==> src/rtl/mems_pkg.sv <==
// rtl/mems_pkg.sv - shared constants and FSM state type for the activation-memory read streamer
package mems_pkg;
  localparam int DW         = 64;
  localparam int AW         = 16;
  localparam int ROW_AW     = 14;
  localparam int BANK_BITS  = 2;
  localparam int LW         = 16;
  localparam int FIFO_DEPTH = 4;
  localparam int CNT_W      = $clog2(FIFO_DEPTH + 1);

  typedef enum logic [1:0] {
    IDLE,
    RUN,
    DRAIN
  } state_t;
endpackage

==> src/rtl/sync_fifo.sv <==
// rtl/sync_fifo.sv - small synchronous FIFO with registered storage and exposed occupancy
module sync_fifo #(
  parameter int WIDTH = 65,
  parameter int DEPTH = 4
) (
  input  logic                       clk,
  input  logic                       rst,
  input  logic                       wr_en,
  input  logic [WIDTH-1:0]           wr_data,
  input  logic                       rd_en,
  output logic [WIDTH-1:0]           rd_data,
  output logic                       valid,
  output logic [$clog2(DEPTH+1)-1:0] count
);
  localparam int PW = $clog2(DEPTH);

  logic [WIDTH-1:0] mem [DEPTH];
  logic [PW-1:0]    wptr;
  logic [PW-1:0]    rptr;
  logic             pop;

  assign valid   = (count != '0);
  assign rd_data = mem[rptr];
  assign pop     = rd_en && valid;

  always_ff @(posedge clk) begin
    if (rst) begin
      wptr  <= '0;
      rptr  <= '0;
      count <= '0;
      for (int i = 0; i < DEPTH; i++) mem[i] <= '0;
    end else begin
      if (wr_en) begin
        mem[wptr] <= wr_data;
        wptr      <= wptr + 1'b1;
      end
      if (pop) rptr <= rptr + 1'b1;
      case ({wr_en, pop})
        2'b10:   count <= count + 1'b1;
        2'b01:   count <= count - 1'b1;
        default: count <= count;
      endcase
    end
  end
endmodule

==> src/rtl/mems_rd_stream.sv <==
// rtl/mems_rd_stream.sv - issues banked single-word reads and streams them out through a credit-limited FIFO
module mems_rd_stream import mems_pkg::*; (
  input  logic              clk,
  input  logic              rst,
  input  logic              start,
  input  logic [ROW_AW-1:0] base_row,
  input  logic [LW-1:0]     len,
  output logic              busy,
  output logic              done,
  input  logic              mem_wr_active,
  output logic              mem_ren,
  output logic [AW-1:0]     mem_rd_ptr,
  input  logic [DW-1:0]     mem_dout,
  output logic              m_valid,
  input  logic              m_ready,
  output logic [DW-1:0]     m_data,
  output logic              m_last
);
  state_t            state;
  logic [ROW_AW-1:0] base_q;
  logic [LW-1:0]     len_q;
  logic [LW-1:0]     k;
  logic [LW-1:0]     k1;
  logic              pend;
  logic              pend_last;
  logic [CNT_W-1:0]  fifo_count;
  logic [CNT_W-1:0]  credit_use;
  logic              issue;
  logic              last_issue;
  logic              pop;
  logic [DW:0]       fifo_rd;

  // A read in flight still needs a FIFO slot next cycle, so it counts against the credit.
  assign k1         = k + 1'b1;
  assign credit_use = fifo_count + CNT_W'(pend);
  assign issue      = (state == RUN) && !mem_wr_active && (k < len_q) &&
                      (credit_use < CNT_W'(FIFO_DEPTH));
  assign last_issue = issue && (k1 == len_q);
  assign mem_ren    = issue;
  assign pop        = m_valid && m_ready;
  assign m_data     = fifo_rd[DW-1:0];
  assign m_last     = fifo_rd[DW];

  always_ff @(posedge clk) begin
    if (rst) begin
      state      <= IDLE;
      busy       <= 1'b0;
      done       <= 1'b0;
      mem_rd_ptr <= '0;
      base_q     <= '0;
      len_q      <= '0;
      k          <= '0;
      pend       <= 1'b0;
      pend_last  <= 1'b0;
    end else begin
      done      <= 1'b0;
      pend      <= issue;
      pend_last <= last_issue;
      // The pointer always holds the address of the next word to be read.
      if (issue) begin
        k          <= k1;
        mem_rd_ptr <= {k1[BANK_BITS-1:0], base_q + k1[LW-1:BANK_BITS]};
      end
      case (state)
        IDLE: begin
          if (start) begin
            if (len != '0) begin
              base_q     <= base_row;
              len_q      <= len;
              k          <= '0;
              mem_rd_ptr <= {BANK_BITS'(0), base_row};
              busy       <= 1'b1;
              state      <= RUN;
            end else begin
              done <= 1'b1;
            end
          end
        end
        RUN: begin
          if (last_issue) state <= DRAIN;
        end
        DRAIN: begin
          if (pop && m_last) begin
            state <= IDLE;
            busy  <= 1'b0;
            done  <= 1'b1;
          end
        end
        default: state <= IDLE;
      endcase
    end
  end

  sync_fifo #(
    .WIDTH(DW + 1),
    .DEPTH(FIFO_DEPTH)
  ) u_fifo (
    .clk    (clk),
    .rst    (rst),
    .wr_en  (pend),
    .wr_data({pend_last, mem_dout}),
    .rd_en  (pop),
    .rd_data(fifo_rd),
    .valid  (m_valid),
    .count  (fifo_count)
  );
endmodule

==> config.mk <==
export PLATFORM = sky130hd
export DESIGN_NAME = mems_rd_stream
export DESIGN_NICKNAME = d
export VERILOG_FILES = /design/src/rtl/mems_pkg.sv /design/src/rtl/sync_fifo.sv /design/src/rtl/mems_rd_stream.sv
export SDC_FILE = /design/constraint.sdc
export NUM_CORES = 1
export LEC_CHECK = 0
export ABC_AREA = 1
export CELL_PAD_IN_SITES_DETAIL_PLACEMENT = 2
export CELL_PAD_IN_SITES_GLOBAL_PLACEMENT = 2
export CORE_MARGIN = 2
export CORE_UTILIZATION = 38
export DETAILED_ROUTE_END_ITERATION = 16
export PLACE_DENSITY = 0.92
export SLEW_MARGIN = 25
export SYNTH_ARGS = -nofsm -noshare
export SYNTH_HDL_FRONTEND = slang
export SYNTH_SLANG_ARGS = --single-unit
==> constraint.sdc <==
create_clock -name clk -period 11.89 [get_ports clk]
set_input_delay 1.7835 -clock clk [delete_from_list [all_inputs] [get_ports clk]]
set_output_delay 1.7835 -clock clk [all_outputs]
set_load 0.03 [all_outputs]
== Word level (Yosys, flattened, before mapping) ==
Memory sizes are Yosys's and may differ from the RTL's. A register that Yosys moved wholly into a read port is not among the register bits.
Cells that the tools add are included.
Word-level totals
  bits in registers: 75
  bits in writable memories: 260
  logic and storage cells: 80
  input port bits: 99
  output and inout port bits: 85
  memories kept: 1
Memories
  u_fifo.mem: words 4, bits a word 65, rd ports 1, clocked after Yosys merged registers in 1, write ports 4, RTL line sync_fifo.sv:17  | logic [WIDTH-1:0] mem [DEPTH];
Operators by class
  muxes and demuxes: 32
  equal/unequal tests: 9
  $add $sub $neg: 7
  magnitude comparators: 2
  reduce and logical (&&, ||, !) cells: 17
Operators by type and width (count)
  $mux 16: 8
  $mux 65: 1
  $reduce_or 65->1: 1
  $add 16x1->16 const B: 1
  $eq 16x16->1: 1
  $lt 16x16->1: 1
  $reduce_bool 16->1: 1
  $add 14x14->14: 1
  $mux 2: 7
  $mux 1: 12
  $ne 2x2->1 const B: 4
  $reduce_and 4->1: 2
  $logic_and 1x1->1: 7
  $pmux 2 s3: 1
  $pmux 3 s2: 1
  $add 2x1->2 const B: 2
  $eq 2x1->1 const B: 2
  $eq 2x2->1 const B: 2
  $pmux 1 s2: 2
  $reduce_bool 2->1: 2
  $add 3x1->3: 1
  $add 3x1->3 const B: 1
  $lt 3x3->1 const B: 1
  $reduce_and 3->1: 1
  4 further kinds: 4

== Logic depth before layout (Yosys ltp) ==
Gate-level depths: netlist of the first run.
  word-level depth: 8
  mapped depth: 18
  depth with buffers taken out: 18

== By module ==
A second synthesis of the first run with hierarchy kept.
Unflattened totals
  cells, all modules: 1718
  area, all modules: 15974.1 um^2
Modules (own cells, without submodules)
  sync_fifo: instances 1, area each 11753.8 um^2, cells an instance 1107
  mems_rd_stream: instances 1, area each 4220.3 um^2, cells an instance 611

== Least setup slack after synthesis of the first run ==
OpenSTA, ideal clock, no wires.
  kind: reg-to-reg
  start point: register u_fifo.wptr[1]
  end point: memory u_fifo.mem[1][0], enable pin
  library setup time: 0.578 ns
  cell stages (with the launch flop): 5
  arrival: 5.234 ns
  buffers on the path: 1
  data required time: 11.312 ns
  path slack: 6.078 ns
  cells stage by stage: dfxtp_1 -> inv_1 -> nand2_1 -> clkbuf_1 -> o21ai_0
RTL lines
  start, declared: RTL line sync_fifo.sv:18  | logic [PW-1:0] wptr;
  start signal, assigned: RTL line sync_fifo.sv:35  | wptr <= wptr + 1'b1;
  end, declared: RTL line sync_fifo.sv:17

== Final worst setup path of the first run ==
  start point: input mem_wr_active
  end point: output mem_ren
On the way
  cells in the longest elaborated chain, start to end: 4
RTL lines
  start, declared: RTL line mems_rd_stream.sv:10  | input logic mem_wr_active,
  $logic_not 1->1: RTL line mems_rd_stream.sv:36  | assign issue = (state == RUN) && !mem_wr_active && (k < len_q) &&
  $logic_and 1x1->1 (3 in series): RTL line mems_rd_stream.sv:36
  end, declared: RTL line mems_rd_stream.sv:11  | output logic mem_ren,
Every way passes these cells.

==> run metrics, run 1 <==
result of the run=complete, no violations; starting utilization of the core area=0.387; HPWL reported at the end of detailed placement=33.2 mm; static leakage power=7.48 nW; portion of the clock cycle consumed by the worst path in the final layout=0.477; drt first pass iters=4; number of antenna-violating nets in the routed design=0; sequential cell area fraction in the yosys report=0.604; worst hold path class=register to register; unrepaired setup endpoints after global routing=false; maximum fanout along the worst path=33; switching share of power=0.275; Post-synth EDFFs=260; Sequential Power Share=0.453; total via count in the routed design=12,744; cell internal power dissipation=2.16 mW; total negative setup slack=0 ns; Tot Pwr=2.98 mW; final hold violation count=0; number of nets at the end of the flow=1,915; Yosys cell types=35; net count after synthesis=1,771; clk_skew=0.0131 ns; clock root buffer=clkbuf_16; number of stages on the worst hold path=2; Mapped Area=around 0.015 mm2; via-per-instance ratio=5.47; minimum hold slack=0.467 ns; via count of the first global-routing pass=between 10,000 and 15,000; clock transition at the registers of the reported paths=0.06 ns; Wirelength per Cell=23.6 um; synthesized flop and latch total=337; pwr dens=157 mW/mm2; leading post-synthesis cells by cell area=edfxtp_1, dfxtp_1, nor2_1; worst r2r dst=mem_rd_ptr[11]$_SDFF_PP0_; Primary FF master, synth=edfxtp_1; ys async rst share=0; routability congestion estimate from global placement=0.804; Setup violations, final=0; critical hold path startpoint=base_q[3]$_SDFFE_PP0P_; worst hold path endpoint=base_q[3]$_SDFFE_PP0P_; count of cells along the worst register-to-register path=16; area of the die=0.0423 mm2; worst vdd rail ir drop=0.0000805 V; area fraction of the dominant cell type after synthesis=0.505; slew at the pin closest to its max-slew limit=0.976 ns; crit path kind=input port to primary output; Resized Gates After CTS=0; min Tclk post-route=around 5.7 ns; global route total overflow=0; clock tree from TritonCTS=yes; Core Rows=73; First DRT Iteration DRCs=slightly below 700; pin count of the biggest net entering global routing=99; endpoint arrival time on the critical path=3.89 ns; total of buffers placed on input and output ports=roughly 180; top post-synthesis cells by count=nor2_1, edfxtp_1, o21ai_0; Max Transition Viols Final=0; number of instances in the synthesized netlist=between 1,500 and 2,000; maximum root-to-sink buffer count=3; Mean Syn Cell Area=9.46 um2; Gate power share=0.155; total routed wirelength=55.1 mm; fmax=0.176 GHz; cell taking the most area after synthesis=edfxtp_1; clk sink count=337; most instantiated library cell after synthesis=nor2_1; worst r2r src=k[0]$_SDFF_PP0_; reg-to-reg setup timing slack=8.65 ns; Chip Height=slightly above 200 um; number of warnings printed during yosys synthesis=0; clock latency on the worst-skew pair=0.53 ns; total net switching power=821 uW; antenna violations before repair=2; clock buffer count from CTS=39; headroom to the max-slew limit=0.350; number of buffers inserted to repair setup after CTS=0; number of top-level pins=184; fraction of final layout cells sized beyond drive strength 1=0.0576; maxcap violations=0; aggregate global-route resource usage=0.263; filler instances=slightly above 4,000; crit path launch type=input port; data required time at the worst endpoint=10.11 ns; type of destination of the critical path=primary output; first-pass GRT wire length=84.9 mm; DRC violations left=0; horizontal die dimension=206 um; fraction of power consumed by the clock network=0.392; Core Region=0.0399 mm2; number of hold buffers added after cts=0; area growth from synthesis to layout=22.7%; H-tree lvl count=2
-- layout make-up --
class | count | area [um2] | share of cell area
flip-flops and latches | 337 | 9350 | 0.493
multi-input cells | 1065 | 5290 | 0.278
repair buffers | 198 | 1960 | 0.103
clock buffers | 53 | 1050 | 0.0553
well taps | 525 | 657 | 0.0346
inverters | 138 | 523 | 0.0276
clock inverters | 13 | 154 | 0.00811
diodes | 2 | 5.00 | 0.000264
-- worst max path at each step --
stage,start,end,slack (ns),cells past startpoint
finish,mem_wr_active,mem_ren,6.21,6
global route,mem_wr_active,mem_ren,6.10,6
CTS,mem_wr_active,mem_ren,6.23,6
detailed placement,mem_wr_active,mem_ren,6.27,6
global placement,mem_wr_active,mem_ren,6.30,6
floorplan,u_fifo.wptr[1]$_SDFFE_PP0P_,u_fifo.mem[1][0]$_SDFFCE_PN0P_,6.08,4
-- logic make-up after synthesis --
family,after synthesis,share of synthesized area
xor+xnor,17,0.0114
buf+inv,233,0.0573
simple gates,674,0.180
fa+ha+maj,37,0.0309
compound gates,337,0.116
flops,337,0.604
-- stage by stage --
| step | instance area (um2) | cells | util | worst slack [ns] |
|---|---|---|---|---|
| 2_1_floorplan | 15500 | 1635 | - | 6.08 |
| 6_report | 19000 | 2331 | 0.476 | 6.21 |
| 5_1_grt | 19000 | 2331 | 0.476 | 6.10 |
| 3_3_place_gp | 17800 | 2263 | 0.445 | 6.30 |
| 4_1_cts | 19000 | 2329 | 0.475 | 6.23 |
| 3_5_place_dp | 17800 | 2263 | 0.445 | 6.27 |
-- state kept, by name, indices dropped and copies added (netlist names), 3 cells and up, named ones only --
signal / cells
base_q: 14
k: 16
u_fifo.count: 3
len_q: 16
u_fifo.mem: 260
mem_rd_ptr: 16
-- routing by layer --
| layer | up-vias | global-route usage | routed length (um) |
|---|---|---|---|
| met4 | 0 | 0.100 | 1620 |
| met2 | 311 | 0.489 | 29200 |
| li1 | 5864 | - | - |
| met5 | - | 0 | 0 |
| met1 | 6476 | 0.309 | 22400 |
| met3 | 93 | 0.0283 | 1910 |
-- placed cells by master, fill, tap and decap left out, types with 3 or more instances in the layout --
cell,instances
a21oi_1,65
nor2_1,367
nor2_4,3
clkinv_2,4
a21o_1,3
nand3_1,50
o22ai_1,65
dfxtp_1,75
nand2_1,151
inv_2,3
clkinv_1,3
bufinv_16,3
ha_1,35
clkdlybuf4s50_1,183
nor3_1,70
buf_6,3
nand2_2,13
nor2_2,5
o21ai_0,195
nand4_1,6
clkbuf_16,40
inv_1,133
edfxtp_1,260
buf_4,12
xor2_1,7
clkbuf_1,13
xnor2_1,8
nand3_2,4
-- worst max-delay path, cell delays in order --
cell	delay, ns
clkdlybuf4s50_1	0.41
nor3_1	0.22
nand4_1	0.14
buf_4	0.26
inv_1	0.33
clkdlybuf4s50_1	0.75
-- power groups by stage --
stage	Sequential (mW)	Clock [mW]	Combinational, mW
2_1_floorplan	1.38	0	0.249
3_3_place_gp	1.37	0	0.435
3_5_place_dp	1.38	0	0.458
4_1_cts	1.35	1.19	0.466
5_1_grt	1.36	1.23	0.499
6_report	1.35	1.17	0.462
Note: power is estimated with default switching activity, not from simulation.
==> run 2, diff against run 1 <==
--- a/config.mk
+++ b/config.mk
@@ -9,9 +9,9 @@
 export CELL_PAD_IN_SITES_DETAIL_PLACEMENT = 2
 export CELL_PAD_IN_SITES_GLOBAL_PLACEMENT = 2
 export CORE_MARGIN = 2
-export CORE_UTILIZATION = 38
+export CORE_UTILIZATION = 35
 export DETAILED_ROUTE_END_ITERATION = 16
-export PLACE_DENSITY = 0.92
+export PLACE_DENSITY = 0.86
 export SLEW_MARGIN = 25
 export SYNTH_ARGS = -nofsm -noshare
 export SYNTH_HDL_FRONTEND = slang
==> constraint.sdc (replaced) <==
create_clock -name clk -period 5.35 [get_ports clk]
set_input_delay 0.8025 -clock clk [delete_from_list [all_inputs] [get_ports clk]]
set_output_delay 0.8025 -clock clk [all_outputs]
set_load 0.03 [all_outputs]
==> run 2 against run 1 <==
  * Utilization down 4.0 points
  * Sequential cell count stayed put
  * Register-to-register slack worse by 6.6 ns
  * Clock power rose by 130%
  * Combinational power increased by 120%
  * Worst setup slack got worse by 5.3 ns
  * Count of clock-buffer cells in the layout increased by 3
  * First-iteration DRC count decreased by 6.0%
  * Non-clock buffer count stayed put
  * Wire length decreased by 4.6%
  * Cell count grew 3.0%
  * Power rose by 120%
  * Critical endpoint is now m_last
  * Largest cell class unchanged
  * Highest routed layer unchanged
==> run metrics, run 2 (same netlist as run 1, synthesis figures left out) <==
result of the run=complete, no violations; clock root buffer=clkbuf_16; dominant delay contributor by cell family on the critical path=buffers and inverters; Resized Gates After CTS=0 (unchanged); Gate power share=0.150 (-0.005); endpoint arrival time on the critical path=3.67 ns (-0.22 ns); Setup violations, final=0 (unchanged); via count of the first global-routing pass=14,530 (-1.5%); total of buffers placed on input and output ports=183 (unchanged); Buf+Inv Stages, Crit Path=2 (-2); final hold violation count=0 (unchanged); number of nets at the end of the flow=1,915 (unchanged); DRC violations left=0 (unchanged); drt first pass iters=4 (unchanged); global route total overflow=0 (unchanged); H-tree lvl count=2 (unchanged); Post-Layout Cell Count=2,402 (+3.0%); fmax=0.223 GHz; First DRT Iteration DRCs=641 (-6.0%); Tot Pwr=6.71 mW (+120%); switching share of power=0.272 (-0.00345); clock tree from TritonCTS=yes; type of destination of the critical path=primary output; Seq. cell area=0.00935 mm2 (unchanged); HPWL reported at the end of detailed placement=32.8 mm (-1.4%); Sequential Power Share=0.449 (-0.004); fraction of final layout cells sized beyond drive strength 1=0.0591 (+0.00150); min Tclk post-route=4.48 ns; multi-input logic area=0.00531 mm2 (+0.45%); reg-to-reg setup timing slack=2.09 ns (-6.56 ns); worst hold path class=register to register; number of placed instances with taps included=2,329 (+2.9%); library cell contributing the largest single delay on the critical path=dfxtp_4; Wirelength per Cell=21.9 um (-7.5%); starting utilization of the core area=0.352 (-0.0354); total routed wirelength=52.5 mm (-4.6%); clk_skew=0.0179 ns (+0.00483 ns); first-pass GRT wire length=82.5 mm (-2.9%); most flop-heavy register=u_fifo.mem; antenna violations before repair=1 (-1); unrepaired setup endpoints after global routing=false; slew at the pin closest to its max-slew limit=0.995 ns (+0.0189 ns); area growth from synthesis to layout=23.8%; number of top-level pins=184 (unchanged); Core Rows=77 (+5.5%); number of antenna-violating nets in the routed design=0 (unchanged); crit path kind=register to primary output; total negative setup slack=0 ns (unchanged); most frequent cells in the layout=nor2_1, edfxtp_1, o21ai_0, clkdlybuf4s50_1, nand2_1; maximum fanout along the worst path=81 (+150%); pin count of the biggest net entering global routing=82 (-17%); Chip Height=214 um (+4.1%); area of the die=0.0459 mm2 (+8.4%); maximum root-to-sink buffer count=3 (unchanged); total via count in the routed design=12,653 (-0.71%); aggregate global-route resource usage=0.229 (-0.0336); filler instances=4,743 (+15%); maxcap violations=0 (unchanged); cells traversed along the worst timing path=buf_4, o21ai_0, o22ai_1, clkdlybuf4s50_1; most common cell after layout, fill and taps aside=nor2_1; fraction of power consumed by the clock network=0.401 (+0.009); clk sink count=337 (unchanged); Largest register FFs=260 (unchanged); crit path launch type=register; Largest stage delay, worst path=0.93 ns (+0.18 ns); cell internal power dissipation=4.89 mW (+130%); number of buffers inserted to repair setup after CTS=0 (unchanged); data required time at the worst endpoint=4.55 ns (-5.56 ns); number of hold buffers added after cts=0 (unchanged); pwr dens=351 mW/mm2 (+120%); total net switching power=1.82 mW (+120%); headroom to the max-slew limit=0.336 (-0.0132); Max Transition Viols Final=0 (unchanged); clock latency on the worst-skew pair=0.55 ns (+0.02 ns); clock buffer count from CTS=39 (unchanged); portion of the clock cycle consumed by the worst path in the final layout=0.837; static leakage power=7.54 nW (+0.75%); via-per-instance ratio=5.27 (-3.6%); routability congestion estimate from global placement=0.805 (+0.12%); horizontal die dimension=214 um (+4.1%); Core Region=0.0439 mm2 (+10%); clock transition at the registers of the reported paths=0.06 ns (about the same); worst vdd rail ir drop=0.000167 V (+110%)
[run 2: changes by cell type in the layout (fill, tap and decap cells not counted), sizes merged]
| cell | change |
|---|---|
| clkinv | +4 |
| clkbuf | +3 |
| clkinvlp | -1 |
| diode | -1 |
| inv | -1 |
[run 2: power by group through the flow]
stage               Sequential [mW]  Clock, mW  Combinational, mW
floorplan                      3.05          0              0.553
global placement               3.05          0              0.967
detailed placement             3.07          0               1.01
CTS                            3.02       2.75               1.02
global route                   3.03       2.85               1.09
finish                         3.01       2.70               1.00
[run 2: per-stage QoR]
stage          setup slack [ns]   util  hold WS (ns)  cell area, um2
2_1_floorplan              1.29      -         0.425           15500
3_3_place_gp               1.54  0.406         0.437           17800
3_5_place_dp               1.49  0.406         0.453           17900
4_1_cts                   0.881  0.435         0.464           19100
5_1_grt                   0.700  0.436         0.485           19100
6_report                  0.874  0.436         0.460           19100
[run 2: worst min-delay path: stages, from the launching register on]
cell,delay (ns)
dfxtp_1,0.31
nand2_1,0.06
nand2_1,0.04
[run 2: path summary, 6_finish.rpt]
kind | from | endpoint | cells past startpoint
setup / recovery | register | m_last | 4
hold / removal | base_q[0]$_SDFFE_PP0P_ | base_q[0]$_SDFFE_PP0P_ | 2
setup reg to reg | k[1]$_SDFF_PP0_ | mem_rd_ptr[11]$_SDFF_PP0_ | 16
hold reg to reg | base_q[0]$_SDFFE_PP0P_ | base_q[0]$_SDFFE_PP0P_ | 2
[run 2: layout make-up]
class	count	area share
clock buffers	56	0.0586
clock inverters	15	0.00758
repair buffers	198	0.102
multi-input cells	1065	0.277
well taps	592	0.0387
diodes	1	0.000131
flip-flops and latches	337	0.488
inverters	138	0.0274
[run 2: metal layers]
layer  global-route usage  up-vias  routed length [um]
li1                     -     5856                   -
met1                0.275     6449               21900
met2                0.414      255               27000
met3               0.0409       93                2180
met4               0.0771        0                1480
met5                    0        -                   0
==> run 3, diff against run 2 <==
--- a/config.mk
+++ b/config.mk
@@ -9,9 +9,9 @@
 export CELL_PAD_IN_SITES_DETAIL_PLACEMENT = 2
 export CELL_PAD_IN_SITES_GLOBAL_PLACEMENT = 2
 export CORE_MARGIN = 2
-export CORE_UTILIZATION = 35
+export CORE_UTILIZATION = 32
 export DETAILED_ROUTE_END_ITERATION = 16
-export PLACE_DENSITY = 0.86
+export PLACE_DENSITY = 0.84
 export SLEW_MARGIN = 25
 export SYNTH_ARGS = -nofsm -noshare
 export SYNTH_HDL_FRONTEND = slang
==> constraint.sdc (replaced) <==
create_clock -name clk -period 4 [get_ports clk]
set_input_delay 0.6 -clock clk [delete_from_list [all_inputs] [get_ports clk]]
set_output_delay 0.6 -clock clk [all_outputs]
set_load 0.03 [all_outputs]
==> run 3 against run 2 <==
  * Clock power rose by 29%
  * Wire length is 0.85% lower
  * Sequential share of layout area fell by 0.43 points
  * Power grew 32%
  * Sequential power grew 33%
  * Critical path type unchanged
  * Largest cell class unchanged
==> run metrics, run 3 (same netlist as run 1, synthesis figures left out) <==
result of the run=complete, no violations; number of antenna-violating nets in the routed design=0 (unchanged); critical hold path startpoint=base_q[2]$_SDFFE_PP0P_; worst hold path class=register to register; Wirelength per Cell=21.4 um (-2.2%); slew at the pin closest to its max-slew limit=0.978 ns (-0.0170 ns); number of buffers inserted to repair setup after CTS=0 (unchanged); clock buffer count from CTS=40 (+2.6%); via count of the first global-routing pass=14,109 (-2.9%); crit path launch type=register; Max Transition Viols Final=0 (unchanged); worst vdd rail ir drop=0.000312 V (+87%); total of buffers placed on input and output ports=183 (unchanged); Largest register FFs=260 (unchanged); number of placed instances with taps included=2,360 (+1.3%); filler instances=5,144 (+8.5%); total negative setup slack=0 ns (unchanged); pwr dens=459 mW/mm2 (+31%); fraction of final layout cells sized beyond drive strength 1=0.0649 (+0.00572); most frequent cells in the layout=nor2_1, edfxtp_1, o21ai_0, clkdlybuf4s50_1, nand2_1; most flop-heavy register=u_fifo.mem; maxcap violations=0 (unchanged); fmax=between 0.2 and 0.3 GHz; maximum root-to-sink buffer count=3 (unchanged); clk_skew=0.0244 ns (+0.00654 ns); via-per-instance ratio=5.17 (-1.9%); Core Rows=80 (+3.9%); total routed wirelength=52.1 mm (-0.85%); total via count in the routed design=12,584 (-0.55%); static leakage power=7.62 nW (+1.1%); number of hold buffers added after cts=0 (unchanged); number of nets at the end of the flow=1,923 (+0.42%); data required time at the worst endpoint=3.40 ns (-1.15 ns); worst hold path endpoint=base_q[2]$_SDFFE_PP0P_; H-tree lvl count=2 (unchanged); Resized Gates After CTS=0 (unchanged); DRC violations left=0 (unchanged); pin count of the biggest net entering global routing=132 (+61%); horizontal die dimension=224 um (+4.5%); reg-to-reg setup timing slack=1.01 ns (-1.08 ns); portion of the clock cycle consumed by the worst path in the final layout=0.918; type of destination of the critical path=primary output; clock latency on the worst-skew pair=0.57 ns (+0.02 ns); clock root buffer=clkbuf_16; clk sink count=337 (unchanged); Tot Pwr=8.86 mW (+32%); global route total overflow=0 (unchanged); Core Region=0.0477 mm2 (+8.7%); aggregate global-route resource usage=0.209 (-0.0204); final standard cell utilization of the core=0.405 (-0.0313); diode insertion count for antenna repair=0 (-1); clock transition at the registers of the reported paths=0.06 ns (about the same); antenna violations before repair=0 (-1); routability congestion estimate from global placement=0.804 (about the same); worst r2r src=k[1]$_SDFF_PP0_; starting utilization of the core area=0.324 (-0.0281); minimum hold slack=0.457 ns (-0.00263 ns); area of the die=0.0501 mm2 (+9.2%); Post-Layout Cell Count=2,434 (+1.3%); Seq. cell area=0.00935 mm2 (unchanged); multi-input logic area=0.00529 mm2 (-0.33%); First DRT Iteration DRCs=722 (+13%); maximum fanout along the worst path=48 (-41%); number of top-level pins=184 (unchanged); drt first pass iters=4 (unchanged); clock tree from TritonCTS=yes; area growth from synthesis to layout=24.9%; endpoint arrival time on the critical path=3.07 ns (-0.60 ns); unrepaired setup endpoints after global routing=false; first-pass GRT wire length=80.9 mm (-1.9%); number of stages on the worst hold path=2 (unchanged); headroom to the max-slew limit=0.348 (+0.0119); most common cell after layout, fill and taps aside=nor2_1; HPWL reported at the end of detailed placement=33.1 mm (+0.91%); count of cells along the worst register-to-register path=17 (+1); min Tclk post-route=between 3 and 4 ns; final hold violation count=0 (unchanged); Chip Height=224 um (+4.5%); crit path kind=register to primary output; worst r2r dst=mem_rd_ptr[12]$_SDFF_PP0_; Setup violations, final=0 (unchanged)
-- run 3: changes by cell type in the layout (fill, tap and decap cells not counted), moves of 2 or more --
cell / change
clkinv_2: +4
buf_4: -3
bufinv_16: -2
nand2_8: -2
nand2_4: +2
buf_12: +11
-- run 3: power by group --
part	total, mW	switching, mW	leakage (nW)	internal [mW]
Clock	3.48	1.50	0.609	1.98
Combinational	1.37	0.885	3.69	0.490
Sequential	4.01	0.0870	3.32	3.93
Total	8.86	2.47	7.62	6.40
-- run 3: worst max-delay path by stage --
stage | start | endpoint | slack, ns | cells after the start
6_report | register | m_data[44] | 0.33 | 4
4_1_cts | register | m_data[61] | 0.32 | 4
2_1_floorplan | u_fifo.wptr[0]$_SDFFE_PP0P_ | u_fifo.mem[3][0]$_DFFE_PP_ | 0.14 | 2
5_1_grt | register | m_data[44] | 0.20 | 4
3_3_place_gp | register | m_data[62] | 0.99 | 4
3_5_place_dp | register | m_data[61] | 0.90 | 4
-- run 3: area by class of cell --
| type | count | area share |
|---|---|---|
| clock inverter | 20 | 0.00758 |
| clock buffer | 54 | 0.0561 |
| multi-input combinational | 1065 | 0.274 |
| inverter | 138 | 0.0271 |
| sequential | 337 | 0.484 |
| timing repair buffer | 205 | 0.111 |
| tap | 615 | 0.0398 |
-- run 3: through the flow --
stage / area, um2 / setup WS, ns
detailed placement: 18100 / 0.902
CTS: 19300 / 0.315
global route: 19300 / 0.202
global placement: 18100 / 0.986
finish: 19300 / 0.329
floorplan: 15500 / 0.136
-- run 3: metal layers --
layer  vias up  track usage  wire, um
met4         0       0.0514       811
met2       214        0.397     27900
met5         -            0         0
met3        51       0.0264      1740
li1       5872            -         -
met1      6447        0.249     21600
-- run 3: critical path, cell delays in order (launching register included) --
cell,delay [ns]
dfxtp_2,0.57
buf_4,0.58
o21ai_0,0.24
o22ai_1,0.34
clkdlybuf4s50_1,0.75
